**src/rtl/gpu_capture_pkg.sv**
```systemverilog
// Shared definitions for the frame capture engine: FSM encoding, FIFO entry
// layout and the words-per-frame helper.
package gpu_capture_pkg;

    typedef logic [1:0] state_t;

    localparam state_t ST_IDLE    = 2'd0;
    localparam state_t ST_WAIT_VS = 2'd1;
    localparam state_t ST_CAPTURE = 2'd2;
    localparam state_t ST_DRAIN   = 2'd3;

    localparam int unsigned IDX_W   = 24;
    localparam int unsigned DATA_W  = 32;
    localparam int unsigned ENTRY_W = IDX_W + DATA_W;

    // One packed word holds 32 one-bit pixels.
    function automatic int unsigned capture_words(input int unsigned hor,
                                                  input int unsigned ver);
        return (hor * ver) / 32;
    endfunction

endpackage

```
**src/rtl/capture_fifo.sv**
```systemverilog
// Synchronous FIFO of {word_idx, data} entries. Exposes the head entry and
// the one behind it so the bus register can reload in the cycle of a pop.
module capture_fifo #(
    parameter int unsigned WIDTH = 56,
    parameter int unsigned DEPTH = 4
) (
    input  logic                     clk_bus,
    input  logic                     rst_n,
    input  logic                     push,
    input  logic [WIDTH-1:0]         push_data,
    input  logic                     pop,
    output logic [WIDTH-1:0]         head_data,
    output logic [WIDTH-1:0]         next_data,
    output logic [$clog2(DEPTH):0]   count,
    output logic                     full,
    output logic                     empty
);

    localparam int unsigned PW = $clog2(DEPTH);

    logic [WIDTH-1:0] r_mem [DEPTH];
    logic [PW-1:0]    r_rd_ptr;
    logic [PW-1:0]    r_wr_ptr;
    logic [PW:0]      r_count;
    logic             w_do_push;
    logic             w_do_pop;
    logic [PW-1:0]    w_rd_next;

    assign full      = (r_count == (PW+1)'(DEPTH));
    assign empty     = (r_count == '0);
    assign count     = r_count;
    assign w_do_pop  = pop & ~empty;
    // A push into a full FIFO is legal when the head leaves in the same cycle.
    assign w_do_push = push & (~full | w_do_pop);
    assign w_rd_next = r_rd_ptr + PW'(1);
    assign head_data = r_mem[r_rd_ptr];
    assign next_data = r_mem[w_rd_next];

    // Storage array; contents are don't-care until the pointers say otherwise.
    always_ff @(posedge clk_bus) begin
        if (w_do_push) begin
            r_mem[r_wr_ptr] <= push_data;
        end
    end

    // Pointer and occupancy bookkeeping.
    always_ff @(posedge clk_bus) begin
        if (!rst_n) begin
            r_rd_ptr <= '0;
            r_wr_ptr <= '0;
            r_count  <= '0;
        end else begin
            if (w_do_push) begin
                r_wr_ptr <= r_wr_ptr + PW'(1);
            end
            if (w_do_pop) begin
                r_rd_ptr <= w_rd_next;
            end
            case ({w_do_push, w_do_pop})
                2'b10:   r_count <= r_count + (PW+1)'(1);
                2'b01:   r_count <= r_count - (PW+1)'(1);
                default: r_count <= r_count;
            endcase
        end
    end

endmodule

```
**src/rtl/gpu_frame_capture.sv**
```systemverilog
// Video frame capture engine: reduces each active pixel to one bit, packs 32
// pixels LSB-first per word and writes the words to consecutive addresses.
//
// state      | meaning
// IDLE       | capture disarmed, bus idle
// WAIT_VS    | armed, waiting for the vsync rising edge that starts a frame
// CAPTURE    | packing active pixels and queueing words
// DRAIN      | frame closed, flushing queued words before frame_done
module gpu_frame_capture
    import gpu_capture_pkg::*;
#(
    parameter int unsigned HOR_PXL    = 800,
    parameter int unsigned VER_PXL    = 600,
    parameter logic [23:0] BASE_ADDR  = 24'h000000,
    parameter int unsigned FIFO_DEPTH = 4
) (
    input  logic        clk_bus,
    input  logic        rst_n,
    input  logic        de,
    input  logic        vsync,
    input  logic        hsync,
    input  logic [8:0]  pxlData,
    input  logic        enable,
    output logic [23:0] bus_address,
    output logic [31:0] bus_data_o,
    output logic        bus_write,
    output logic        bus_read,
    input  logic        bus_stall,
    output logic        busy,
    output logic        frame_done,
    output logic        capture_err
);

    localparam int unsigned WORDS    = capture_words(HOR_PXL, VER_PXL);
    localparam logic [23:0] LAST_IDX = 24'(WORDS - 1);
    localparam int unsigned CW       = $clog2(FIFO_DEPTH) + 1;

    logic               r_de_q;
    logic               r_vsync_q;
    logic               r_vsync_qq;
    logic [8:0]         r_pxl_q;
    state_t             r_state;
    logic [4:0]         r_bit_cnt;
    logic [31:0]        r_shift;
    logic [23:0]        r_word_idx;
    logic               r_capture_err;
    logic               r_frame_done;
    logic               r_bus_write;
    logic [23:0]        r_bus_address;
    logic [31:0]        r_bus_data;

    logic               w_vs_rise;
    logic               w_pixel_bit;
    logic [31:0]        w_packed;
    logic               w_word_done;
    logic               w_push;
    logic               w_pop;
    logic               w_overflow;
    logic               w_drain_done;
    logic [ENTRY_W-1:0] w_push_entry;
    logic [ENTRY_W-1:0] w_head;
    logic [ENTRY_W-1:0] w_next;
    logic [CW-1:0]      w_count;
    logic               w_full;
    logic               w_empty;
    logic               w_unused;

    assign w_vs_rise    = r_vsync_q & ~r_vsync_qq;
    assign w_pixel_bit  = |r_pxl_q;
    assign w_packed     = {w_pixel_bit, r_shift[31:1]};
    assign w_word_done  = (r_state == ST_CAPTURE) & ~w_vs_rise & r_de_q
                          & (r_bit_cnt == 5'd31);
    // The word on the bus is the FIFO head; it leaves only when accepted.
    assign w_pop        = r_bus_write & ~bus_stall;
    assign w_push       = w_word_done & (~w_full | w_pop);
    assign w_overflow   = w_word_done & w_full & ~w_pop;
    assign w_push_entry = {r_word_idx, w_packed};
    assign w_drain_done = (r_state == ST_DRAIN)
                          & (w_empty | (w_pop & (w_count == CW'(1))));

    assign bus_address  = r_bus_address;
    assign bus_data_o   = r_bus_data;
    assign bus_write    = r_bus_write;
    assign bus_read     = 1'b0;
    assign busy         = (r_state != ST_IDLE);
    assign frame_done   = r_frame_done;
    assign capture_err  = r_capture_err;
    // hsync is observed only; the top index bits never reach the address.
    assign w_unused     = ^{hsync, w_head[ENTRY_W-1:54], w_next[ENTRY_W-1:54]};

    capture_fifo #(
        .WIDTH (ENTRY_W),
        .DEPTH (FIFO_DEPTH)
    ) u_fifo (
        .clk_bus   (clk_bus),
        .rst_n     (rst_n),
        .push      (w_push),
        .push_data (w_push_entry),
        .pop       (w_pop),
        .head_data (w_head),
        .next_data (w_next),
        .count     (w_count),
        .full      (w_full),
        .empty     (w_empty)
    );

    // Input stage: one register on every video input, plus vsync history.
    always_ff @(posedge clk_bus) begin
        if (!rst_n) begin
            r_de_q     <= 1'b0;
            r_vsync_q  <= 1'b0;
            r_vsync_qq <= 1'b0;
            r_pxl_q    <= '0;
        end else begin
            r_de_q     <= de;
            r_vsync_q  <= vsync;
            r_vsync_qq <= r_vsync_q;
            r_pxl_q    <= pxlData;
        end
    end

    // Frame sequencing and pixel packing.
    always_ff @(posedge clk_bus) begin
        if (!rst_n) begin
            r_state       <= ST_IDLE;
            r_bit_cnt     <= '0;
            r_shift       <= '0;
            r_word_idx    <= '0;
            r_capture_err <= 1'b0;
            r_frame_done  <= 1'b0;
        end else begin
            r_frame_done <= 1'b0;
            case (r_state)
                ST_IDLE: begin
                    if (enable) begin
                        r_state <= ST_WAIT_VS;
                    end
                end
                ST_WAIT_VS: begin
                    if (w_vs_rise) begin
                        r_state       <= ST_CAPTURE;
                        r_bit_cnt     <= '0;
                        r_word_idx    <= '0;
                        r_capture_err <= 1'b0;
                    end else if (!enable) begin
                        r_state <= ST_IDLE;
                    end
                end
                ST_CAPTURE: begin
                    if (w_vs_rise) begin
                        // Short frame: the partial word is simply abandoned.
                        r_state       <= ST_DRAIN;
                        r_bit_cnt     <= '0;
                        r_capture_err <= 1'b1;
                    end else if (r_de_q) begin
                        r_shift <= w_packed;
                        if (r_bit_cnt == 5'd31) begin
                            r_bit_cnt  <= '0;
                            // Dropped words still advance the index so the
                            // surviving words keep their true addresses.
                            r_word_idx <= r_word_idx + 24'd1;
                            if (w_overflow) begin
                                r_capture_err <= 1'b1;
                            end
                            if (r_word_idx == LAST_IDX) begin
                                r_state <= ST_DRAIN;
                            end
                        end else begin
                            r_bit_cnt <= r_bit_cnt + 5'd1;
                        end
                    end
                end
                ST_DRAIN: begin
                    if (w_drain_done) begin
                        r_frame_done <= 1'b1;
                        r_state      <= enable ? ST_WAIT_VS : ST_IDLE;
                    end
                end
                default: r_state <= ST_IDLE;
            endcase
        end
    end

    // Bus output register: loads the FIFO head, holds while stalled, and
    // reloads with the following entry in the cycle a write is accepted.
    always_ff @(posedge clk_bus) begin
        if (!rst_n) begin
            r_bus_write   <= 1'b0;
            r_bus_address <= '0;
            r_bus_data    <= '0;
        end else if (!r_bus_write) begin
            if (!w_empty) begin
                r_bus_write   <= 1'b1;
                r_bus_address <= BASE_ADDR + {w_head[53:32], 2'b00};
                r_bus_data    <= w_head[31:0];
            end
        end else if (!bus_stall) begin
            if (w_count > CW'(1)) begin
                r_bus_address <= BASE_ADDR + {w_next[53:32], 2'b00};
                r_bus_data    <= w_next[31:0];
            end else begin
                r_bus_write <= 1'b0;
            end
        end
    end

endmodule

```
**config.mk**
```make
export PLATFORM = sky130hd
export DESIGN_NAME = gpu_frame_capture
export DESIGN_NICKNAME = d
export VERILOG_FILES = /design/src/rtl/gpu_capture_pkg.sv /design/src/rtl/capture_fifo.sv /design/src/rtl/gpu_frame_capture.sv
export SDC_FILE = /design/constraint.sdc
export NUM_CORES = 1
export LEC_CHECK = 0
export ABC_CLOCK_PERIOD_IN_PS = 6400
export CORE_AREA = 3 3 209 170
export CTS_BUF_LIST = sky130_fd_sc_hd__clkbuf_4
export CTS_CLUSTER_DIAMETER = 30
export CTS_CLUSTER_SIZE = 10
export DETAILED_ROUTE_END_ITERATION = 8
export DIE_AREA = 0 0 212 173
export GPL_ROUTABILITY_DRIVEN = 0
export SETUP_SLACK_MARGIN = 0.5
export SYNTH_ARGS = -nofsm -noshare
export SYNTH_HDL_FRONTEND = slang
export SYNTH_SLANG_ARGS = --single-unit
```
**constraint.sdc**
```tcl
create_clock -name clk_bus -period 6.4 [get_ports clk_bus]
set_clock_uncertainty 0.2 [all_clocks]
set_input_delay 1.28 -clock clk_bus [delete_from_list [all_inputs] [get_ports clk_bus]]
set_output_delay 1.28 -clock clk_bus [all_outputs]
set_load 0.02 [all_outputs]
```
After elaboration in Yosys (flattened, before gate mapping)
Memories as Yosys holds them, arrays and structs flattened. A register that Yosys moved wholly into a read port is not among the register bits.
Index checks and enable logic that the tools add are counted.
{"block": "op_classes", "multipliers": 0, "add_sub_neg": 6, "n_reduce_logical": 13, "magnitude_cmp": 1, "n_shift": 0, "n_mux": 44, "n_eq_ne": 23, "bitwise_logic": 21, "div": 0}
{"op": "$mux 24", "n": 8}
{"op": "$mux 32", "n": 4}
{"op": "$pmux 24 s2", "n": 1}
{"op": "$add 24x1->24 const B", "n": 1}
{"op": "$eq 24x14->1 const B", "n": 1}
{"op": "$mux 2", "n": 10}
{"op": "$mux 5", "n": 4}
{"op": "$ne 2x2->1 const B", "n": 7}
{"op": "$mux 1", "n": 13}
{"op": "$and 1x1->1", "n": 12}
{"op": "$pmux 5 s2", "n": 1}
{"op": "$reduce_and 5->1", "n": 2}
{"op": "$ne 3x3->1 const B", "n": 3}
{"op": "$reduce_and 3->1", "n": 3}
{"op": "$reduce_or 9->1", "n": 1}
{"op": "$pmux 2 s4", "n": 1}
{"op": "$eq 2x2->1 const B", "n": 3}
{"op": "$ne 3x2->1 const B", "n": 2}
{"op": "$not 1->1", "n": 6}
{"op": "$pmux 3 s2", "n": 1}
{"op": "$reduce_and 6->1", "n": 1}
{"op": "$reduce_bool 2->1", "n": 3}
{"op": "$add 5x1->5 const B", "n": 1}
{"op": "$eq 5x5->1 const B", "n": 1}
{"op": "13 further kinds", "n": 18}
{"block": "word_totals", "output_inout_bits": 61, "rom_bits": 0, "memories": 1, "ff_bits": 141, "wordCells": 125, "input_bits": 16, "latchBits": 0, "ram_bits": 224}
{"name": "u_fifo.r_mem", "depth": 4, "word_bits": 56, "read_ports": 2, "rd_clocked_by_memory_dff": 1, "wr": 1, "line_no": "capture_fifo.sv:21", "source": "logic [WIDTH-1:0] r_mem [DEPTH];"}

Longest topological paths before layout
Gate-level depths: netlist (run 1).
{"block": "logic_depth", "depth_word": 13, "ltp_mapped": 10, "depth_no_buf": 9}

By module
From an unflattened synthesis (run 1), not the netlist that was laid out.
{"block": "unflattened", "hier_cells": 1024, "area_unflattened_um2": 15621.2}
{"mod": "capture_fifo", "instances": 1, "cells_each": 415, "area_each_um2": 9898.2, "seq_area_each_um2": 6906.6}
{"mod": "gpu_frame_capture", "instances": 1, "cells_each": 609, "area_each_um2": 5723.0, "seq_area_each_um2": 2622.5}

Least setup slack after synthesis (run 1)
No wires, ideal clock.
{"block": "synth_timing", "path_kind": "input port to flip-flop", "from": "input bus_stall", "to": "memory u_fifo.r_mem[0][0] (enable)", "path_slack_ns": 2.651, "n_path_buf": 1, "path_stages": 5, "t_required_ns": 5.783, "arrival_time_ns": 3.132, "setup_ns": 0.417, "cell_sequence": "nand2b_1 > nand3_1 > and3_1 > buf_2 > and2_1"}
{"block": "synth_between", "elab_chain_cells": 7, "elab_cells_between_ends": 9, "classes_between": "mux (2); bitwise (7)"}
{"item": "from (decl)", "line_no": "gpu_frame_capture.sv:28", "source": "input logic bus_stall,"}
{"item": "$not 1->1 *", "line_no": "gpu_frame_capture.sv:74", "source": "assign w_pop = r_bus_write & ~bus_stall;"}
{"item": "$and 1x1->1 *", "line_no": "gpu_frame_capture.sv:74"}
{"item": "$or 1x1->1 or $and 1x1->1 (tied branches)", "line_no": "gpu_frame_capture.sv:75, capture_fifo.sv:32"}
{"item": "$and 1x1->1 or $or 1x1->1 (tied branches)", "line_no": "gpu_frame_capture.sv:75, capture_fifo.sv:34"}
{"item": "$and 1x1->1 *", "line_no": "capture_fifo.sv:34", "source": "assign w_do_push = push & (~full | w_do_pop);"}
{"item": "$mux 1 *", "line_no": "capture_fifo.sv:41", "source": "if (w_do_push) begin"}
{"item": "$mux 1 (implied by the code) *", "line_no": "capture_fifo.sv:42", "source": "r_mem[r_wr_ptr] <= push_data;"}
{"item": "to (decl)", "line_no": "capture_fifo.sv:21"}
Every way passes the cells marked *; elsewhere a longest branch is shown, timed or not.

==> results of run 1 <==
==> worst reg2reg max path: stages, from the launching register on <==
cell	delay, ps
dfxtp_1	500
nor2b_1	270
and3_2	730
and3_1	470
and2_2	680
buf_4	580
==> cells in the final DEF (no fill, tap or decap), types with 4 or more instances in the layout <==
cell	instances
o21ai_0	65
nand2_1	83
or3_1	5
a21oi_1	62
edfxtp_1	216
nand4_1	10
dfxtp_1	135
clkinvlp_4	9
xnor2_1	16
nand2b_1	6
clkinv_1	12
dfxtp_4	4
a21boi_0	35
inv_1	10
clkbuf_4	82
nor2_1	27
mux2i_1	60
ha_1	12
inv_6	5
clkinv_2	5
and2_2	4
xor2_1	5
bufinv_16	13
nor2b_1	7
nand3_1	11
nor4_1	5
nor3_1	10
buf_4	11
and2_1	19
clkdlybuf4s50_1	71
mux4_2	108
==> synth_stat cells (2+ instances only) <==
library cell,n
or4_1,2
buf_2,18
nor3_1,10
mux4_2,108
nor3b_1,2
mux2i_1,60
a21boi_0,35
nor2_1,27
and3_1,3
nor4_1,5
and4_1,2
buf_4,3
inv_1,10
dfxtp_1,140
nand3_1,12
and2_1,23
nor2b_1,7
nand2_1,83
xor2_1,5
buf_1,6
o21ai_0,65
nor4b_2,3
nor4b_1,2
clkbuf_1,42
ha_1,12
nand4_1,10
nand2b_1,6
a21oi_1,62
or3_1,5
edfxtp_1,216
xnor2_1,16
==> power by group through the flow <==
stage	logic, uW	clock network, uW	registers [uW]
2_1_floorplan	33.7	0	2460
3_3_place_gp	52.0	0	2460
3_5_place_dp	51.9	0	2460
4_1_cts	52.2	2190	2410
5_1_grt	57.1	2310	2410
6_report	51.3	2120	2410
==> per-stage QoR <==
step	utilization, %	cell area (sq um)
global placement	48.3	16200
detailed placement	48.3	16200
global route	51.9	17400
CTS	51.9	17400
finish	51.9	17400
floorplan	-	15100
==> per-layer routing <==
metal	wire [um]	part of all wire, %
met1	14800	48
met2	14100	45
met3	1540	5.0
met4	590	1.9
met5	0	0
==> logic make-up (layout without fill, tap and decap cells) <==
logic type / Yosys count / count (layout) / share of synthesized area [%]
flops: 356 / 356 / 61.5
simple gates: 211 / 211 / 7.38
compound gates: 170 / 170 / 6.51
mux: 168 / 168 / 20.1
buf+inv: 80 / 224 / 2.26
xor+xnor: 21 / 21 / 1.22
fa+ha+maj: 12 / 12 / 0.994
other cells: 1 / 4 / 0.0248
==> worst max-delay path by stage <==
| stage | from | end |
|---|---|---|
| after floorplan | bus_stall | u_fifo.r_mem[0][0]$_DFFE_PP_ |
| after global placement | bus_stall | u_fifo.r_mem[1][18]$_DFFE_PP_ |
| after detailed placement | bus_stall | u_fifo.r_mem[1][39]$_DFFE_PP_ |
| after CTS | flip-flop | u_fifo.r_mem[1][34]$_DFFE_PP_ |
| after global routing | flip-flop | u_fifo.r_mem[1][39]$_DFFE_PP_ |
| final | flip-flop | u_fifo.r_mem[1][34]$_DFFE_PP_ |
==> final cells by class <==
cell class / count / area, sq um / share of cell area [%]
diodes: 1 / 2.50 / 0.0144
clock buffers: 82 / 616 / 3.53
clock inverters: 49 / 606 / 3.48
inverters: 10 / 37.5 / 0.215
multi-input cells: 585 / 5500 / 31.6
flip-flops and latches: 356 / 9310 / 53.4
well taps: 434 / 543 / 3.12
repair buffers: 83 / 813 / 4.67
==> state kept, by name, summed over array words and instances, names as in the netlist, 2 cells and up, named ones only <==
signal,count
bus_address,22
u_fifo.r_mem,216
r_shift,31
u_fifo.r_wr_ptr,2
bus_data_o,32
u_fifo.count,3
r_word_idx,24
r_bit_cnt,5
r_pxl_q,9
u_fifo.r_rd_ptr,2
==> results.md, run 1 <==
- Outcome: finished clean
- Max frequency: 263 MHz
- Reg power frac: 52.6%
- Worst-path clk slew: 90 ps
- Distinct cells, synth: 50
- Yosys warns: 0
- Max-Cap Viols: 0
- Power Dens Cells: 263 mW/mm^2
- Post-Syn Area per Cell: 14.8 sq um
- Final setup vio count: 0
- P_sw: 967 uW
- Synth Flop Type: edfxtp_1
- Clock Root Buffer: clkbuf_4
- Post-synth EDFFs: 216
- Worst Path Required: 6500 ps
- Cells after DPL: 1468
- CP top delay family: simple AND/OR/NAND/NOR gates
- Via count: 8760
- Static leakage: 0.00555 uW
- FF-to-FF setup slack: 2590 ps
- Sum of routed wire length over all layers: 31000 um
- Fin cells: 1600
- RSZ-0062 raised after global routing: no
- Site Rows: 60
- DRC: 0
- Final HPWL DP: 17600 um
- Peak VDD IR: 0.137 mV
- CP peak stage delay: 730 ps
- Slowest cell on crit path: and3_2
- First-pass GRT wire length: 49900 um
- Min-delay src: r_bit_cnt[4]$_SDFFE_PN0P_
- Routed length per instance: 19.4 um
- Final setup TNS: 0 ps
- Worst setup margin: 2590 ps
- Combinational power share: 1.1%
- Worst-Margin Slew: 1060 ps
- Grt met1 use: 25.3%
- Die width: 212 um
- Layout cell share with drive strength beyond 1: 22.7%
- Synth area leader: edfxtp_1
- All-Layer GR Usage: 17.3%
- Rel. slew slack: 29.2%
- Number of synthesized register bits: 356
- Gr busiest metal: met2
- Levels on crit path: 5
- CTS sink cnt: 356
- Max-slew violations: 0
- Post-Syn Instances: 1019
- Pint: 3610 uW
- Worst min-delay path class: flip-flop to flip-flop
- Largest net degree at the start of global routing: 69
- Top post-synthesis cells by area: edfxtp_1 43%, dfxtp_1 19%, mux4_2 16%
- Worst Hold End: r_bit_cnt[4]$_SDFFE_PN0P_
- Post-route ant nets: 0
- Period utilization: 59.5%
- Fill count: 2812
- Dpl ws: 2030 ps
- CTS tree: done
- Syn-to-layout area delta: 15.4%
- Worst Reg2Reg Path Length in Cells: 5
- Worst hold slack: 278 ps
- Clock tree buffer depth: 3
- Worst Hold Depth: 2
- Met3 GRT Util: 3.41%
- GRT overflow: 0
- Setup bufs post-CTS: 0
- Critical path cell sequence: nor2b_1 > and3_2 > and3_1 > and2_2 > buf_4
- Die area: 0.0367 sq mm
- Register area share after synthesis: 61.5%
- WP data arrival: 3910 ps
- Clock power frac: 46.2%
- DRT iter0 DRCs: 590
- Core area: 0.0336 sq mm
- Final hold vios: 0
- Critical Path Start Type: flip-flop
- Die height: 173 um
- Mapped Area: 0.0151 sq mm
- Grt met2 use: 26.4%
- Switch share: 21.1%
- CTS H-tree lvls: 3
- I/O pin count: 77
- Crit-path max FO: 32
- Final Power: 4580 uW
- Worst setup EP type: flip-flop
- Yosys top cell area share: 43.0%
- Vias per std cell: 5.48
- Crit Path Class: flip-flop to flip-flop
- Antenna violations before repair: 1
- Synth async-reset ratio: 0%
- R2r endpoint: u_fifo.r_mem[1][34]$_DFFE_PP_
- Worst skew pair latency: 710 ps
- TritonRoute pass-1 iters: 5
- Hold buffer count at cts: 0
- CTS-repair resized insts: 0
- Final period demand of the worst path: 3810 ps
- Initial Util: 45.0%
- Total CTS buffers: 71
- Crit path buf inv count: 1
- IO buf count: 72
- Vias in the first global route: 8937
- Fin nets: 1135
Power figures use the tool's default switching activity.
==> inputs of run 2 (changes only) <==
--- a/config.mk
+++ b/config.mk
@@ -5,7 +5,7 @@
 export SDC_FILE = /design/constraint.sdc
 export NUM_CORES = 1
 export LEC_CHECK = 0
-export ABC_CLOCK_PERIOD_IN_PS = 6400
+export ABC_CLOCK_PERIOD_IN_PS = 3400
 export CORE_AREA = 3 3 209 170
 export CTS_BUF_LIST = sky130_fd_sc_hd__clkbuf_4
 export CTS_CLUSTER_DIAMETER = 30
==> constraint.sdc (replaced) <==
create_clock -name clk_bus -period 3.4 [get_ports clk_bus]
set_clock_uncertainty 0.2 [all_clocks]
set_input_delay 0.68 -clock clk_bus [delete_from_list [all_inputs] [get_ports clk_bus]]
set_output_delay 0.68 -clock clk_bus [all_outputs]
set_load 0.02 [all_outputs]
==> run 2 against run 1 <==
Net effect: setup slack got worse by 1900 ps; total power increased by 82%; worst hold slack got worse by 3.2 ps; final cell count increased by 0.50%.
==> results.md, run 2 (synthesis results as in run 1) <==
- Worst setup EP type: output port
- IO buf count: 72 (unchanged)
- Layout cell share with drive strength beyond 1: 23.5% (+0.78 points)
- Crit path buf inv count: 1 (unchanged)
- Via count: 8850 (+1.0%)
- Largest net degree at the start of global routing: 71 (+2.9%)
- CP top delay family: buffers and inverters
- Sum of routed wire length over all layers: 31100 um (+0.26%)
- GRT overflow: 0 (unchanged)
- Power Dens Cells: 475 mW/mm^2 (+81%)
- Max-Cap Viols: 0 (unchanged)
- Core area: 0.0336 sq mm (unchanged)
- Worst Hold Depth: 2 (unchanged)
- Period utilization: 80.4%
- Crit Path Class: flip-flop to output port
- Worst Reg2Reg Path Length in Cells: 8 (+3)
- Worst Hold End: r_bit_cnt[3]$_SDFFE_PN0P_
- Final Instance Area: 0.0175 sq mm (+0.60%)
- Routed length per instance: 19.3 um (-0.24%)
- All-Layer GR Usage: 17.4% (+0.13 points)
- CTS tree: done
- Core Util, Final: 52.2% (+0.31 points)
- Max-slew violations: 0 (unchanged)
- Clock Root Buffer: clkbuf_4
- WP data arrival: 1850 ps (-2060 ps)
- Register area: 0.00930 sq mm (about the same)
- Final setup vio count: 0 (unchanged)
- Die area: 0.0367 sq mm (unchanged)
- Clock tree buffer depth: 3 (unchanged)
- Static leakage: 0.00564 uW (+1.6%)
- Initial Util: 45.0% (unchanged)
- Fill count: 2824 (+0.43%)
- FF-to-FF setup slack: 740 ps (-1850 ps)
- Max frequency: 366 MHz
- Die height: 173 um (unchanged)
- I/O pin count: 77 (unchanged)
- CTS H-tree lvls: 3 (unchanged)
- Crit-path max FO: 11 (-66%)
- Vias in the first global route: 8865 (-0.81%)
- Rel. slew slack: 44.7% (+16 points)
- CP peak stage delay: 650 ps (-80 ps)
- Antenna violations before repair: 1 (unchanged)
- Commonest non-fill, non-tap cell in the layout: edfxtp_1
- TritonRoute pass-1 iters: 5 (unchanged)
- Biggest register: u_fifo.r_mem
- Critical Path Start Type: flip-flop
- RSZ-0062 raised after global routing: no
- Min-delay src: rst_n
- Reg-to-Reg Start: r_bit_cnt[0]$_SDFFE_PN0P_
- Die width: 212 um (unchanged)
- Max FFs per register: 216 (unchanged)
- Vias per std cell: 5.50 (+0.52%)
- Peak VDD IR: 0.200 mV (+46%)
- Total CTS buffers: 66 (-7.0%)
- Post-route ant nets: 0 (unchanged)
- Syn-to-layout area delta: 16.1%
- DRC: 0 (unchanged)
- Worst Path Required: 2520 ps (-3980 ps)
- Final setup TNS: 0 ps (unchanged)
- Worst-path clk slew: 100 ps (about the same)
- Site Rows: 60 (unchanged)
- Worst min-delay path class: input pin to flip-flop
- R2r endpoint: r_word_idx[19]$_SDFFE_PN0P_
- Final HPWL DP: 18100 um (+2.8%)
- Worst skew pair latency: 710 ps (about the same)
- DP Area: 0.0164 sq mm (+1.2%)
- Multi-input gate area: 0.00550 sq mm (-0.11%)
- First-pass GRT wire length: 50100 um (+0.48%)
- Critical path cell sequence: clkdlybuf4s50_1
- Slowest cell on crit path: clkdlybuf4s50_1
- Final hold vios: 0 (unchanged)
- CTS sink cnt: 356 (unchanged)
- Most frequent cells in the layout: 216 x edfxtp_1, 135 x dfxtp_1, 108 x mux4_2, 83 x nand2_1, 78 x clkbuf_4
- Outcome: finished clean
- Worst-Margin Slew: 829 ps (-233 ps)
- Fin nets: 1148 (+1.1%)
- DRT iter0 DRCs: 626 (+6.1%)
- Final period demand of the worst path: 2730 ps
==> run 2: per-layer routing <==
metal | track usage, % | vias to the layer above | part of all wire (%)
met4 | 5.05 | 0 | 1.7
met3 | 3.21 | 44 | 5.0
met2 | 26.8 | 223 | 46
li1 | - | 4174 | -
met1 | 25.6 | 4409 | 47
met5 | 0 | - | 0
==> run 2: power breakdown <==
part           total [uW]  switching [uW]  internal [uW]
clock                3690            1680           2010
combinational         101            56.6           44.1
sequential           4540            9.55           4530
total                8320            1750           6580
==> run 2: worst max-delay path by stage <==
stage / startpoint / end / cells past startpoint
global route: r_bit_cnt[0]$_SDFFE_PN0P_ / r_word_idx[19]$_SDFFE_PN0P_ / 8
finish: bus_write$_SDFF_PN0_ / bus_write / 1
detailed placement: bus_stall / u_fifo.count[2]$_SDFFE_PN0P_ / 8
global placement: bus_stall / u_fifo.count[2]$_SDFFE_PN0P_ / 8
floorplan: bus_stall / u_fifo.r_mem[0][0]$_DFFE_PP_ / 5
CTS: bus_write$_SDFF_PN0_ / bus_write / 1
==> run 2: worst reg2reg max path: cells and delay by family (launching register included) <==
kind | cells | cell delay [ps]
AOI/OAI and AO/OA | 1 | 500
adders and majority gates | 2 | 520
DFF | 1 | 380
muxes | 1 | 150
and+or+nand+nor | 4 | 830
==> run 2: through the flow <==
step | hold WS [ps] | worst slack [ps] | total power [uW] | cells
2_1_floorplan | 245 | 834 | 4700 | 1021
3_5_place_dp | 279 | 366 | 4740 | 1483
4_1_cts | 216 | 584 | 8450 | 1605
5_1_grt | 246 | 505 | 8680 | 1608
3_3_place_gp | 254 | 391 | 4740 | 1483
6_report | 275 | 667 | 8320 | 1608
==> run 2: cell type report <==
type | count | share of cell area [%]
timing repair buffer | 101 | 5.95
clock buffer | 78 | 3.34
tap | 434 | 3.10
multi-input combinational | 585 | 31.3
antenna | 1 | 0.0143
inverter | 10 | 0.214
clock inverter | 43 | 2.97
sequential | 356 | 53.1
==> run 2: repair_timing <==
item | in CTS | in global routing
endpoints found under the hold margin | 0 | 0
setup endpoints to repair | 2 | 1
buffers inserted | 1 | 2
hold buffers | 0 | 0
pin swaps | 0 | 1
gates resized for setup | 1 | 0
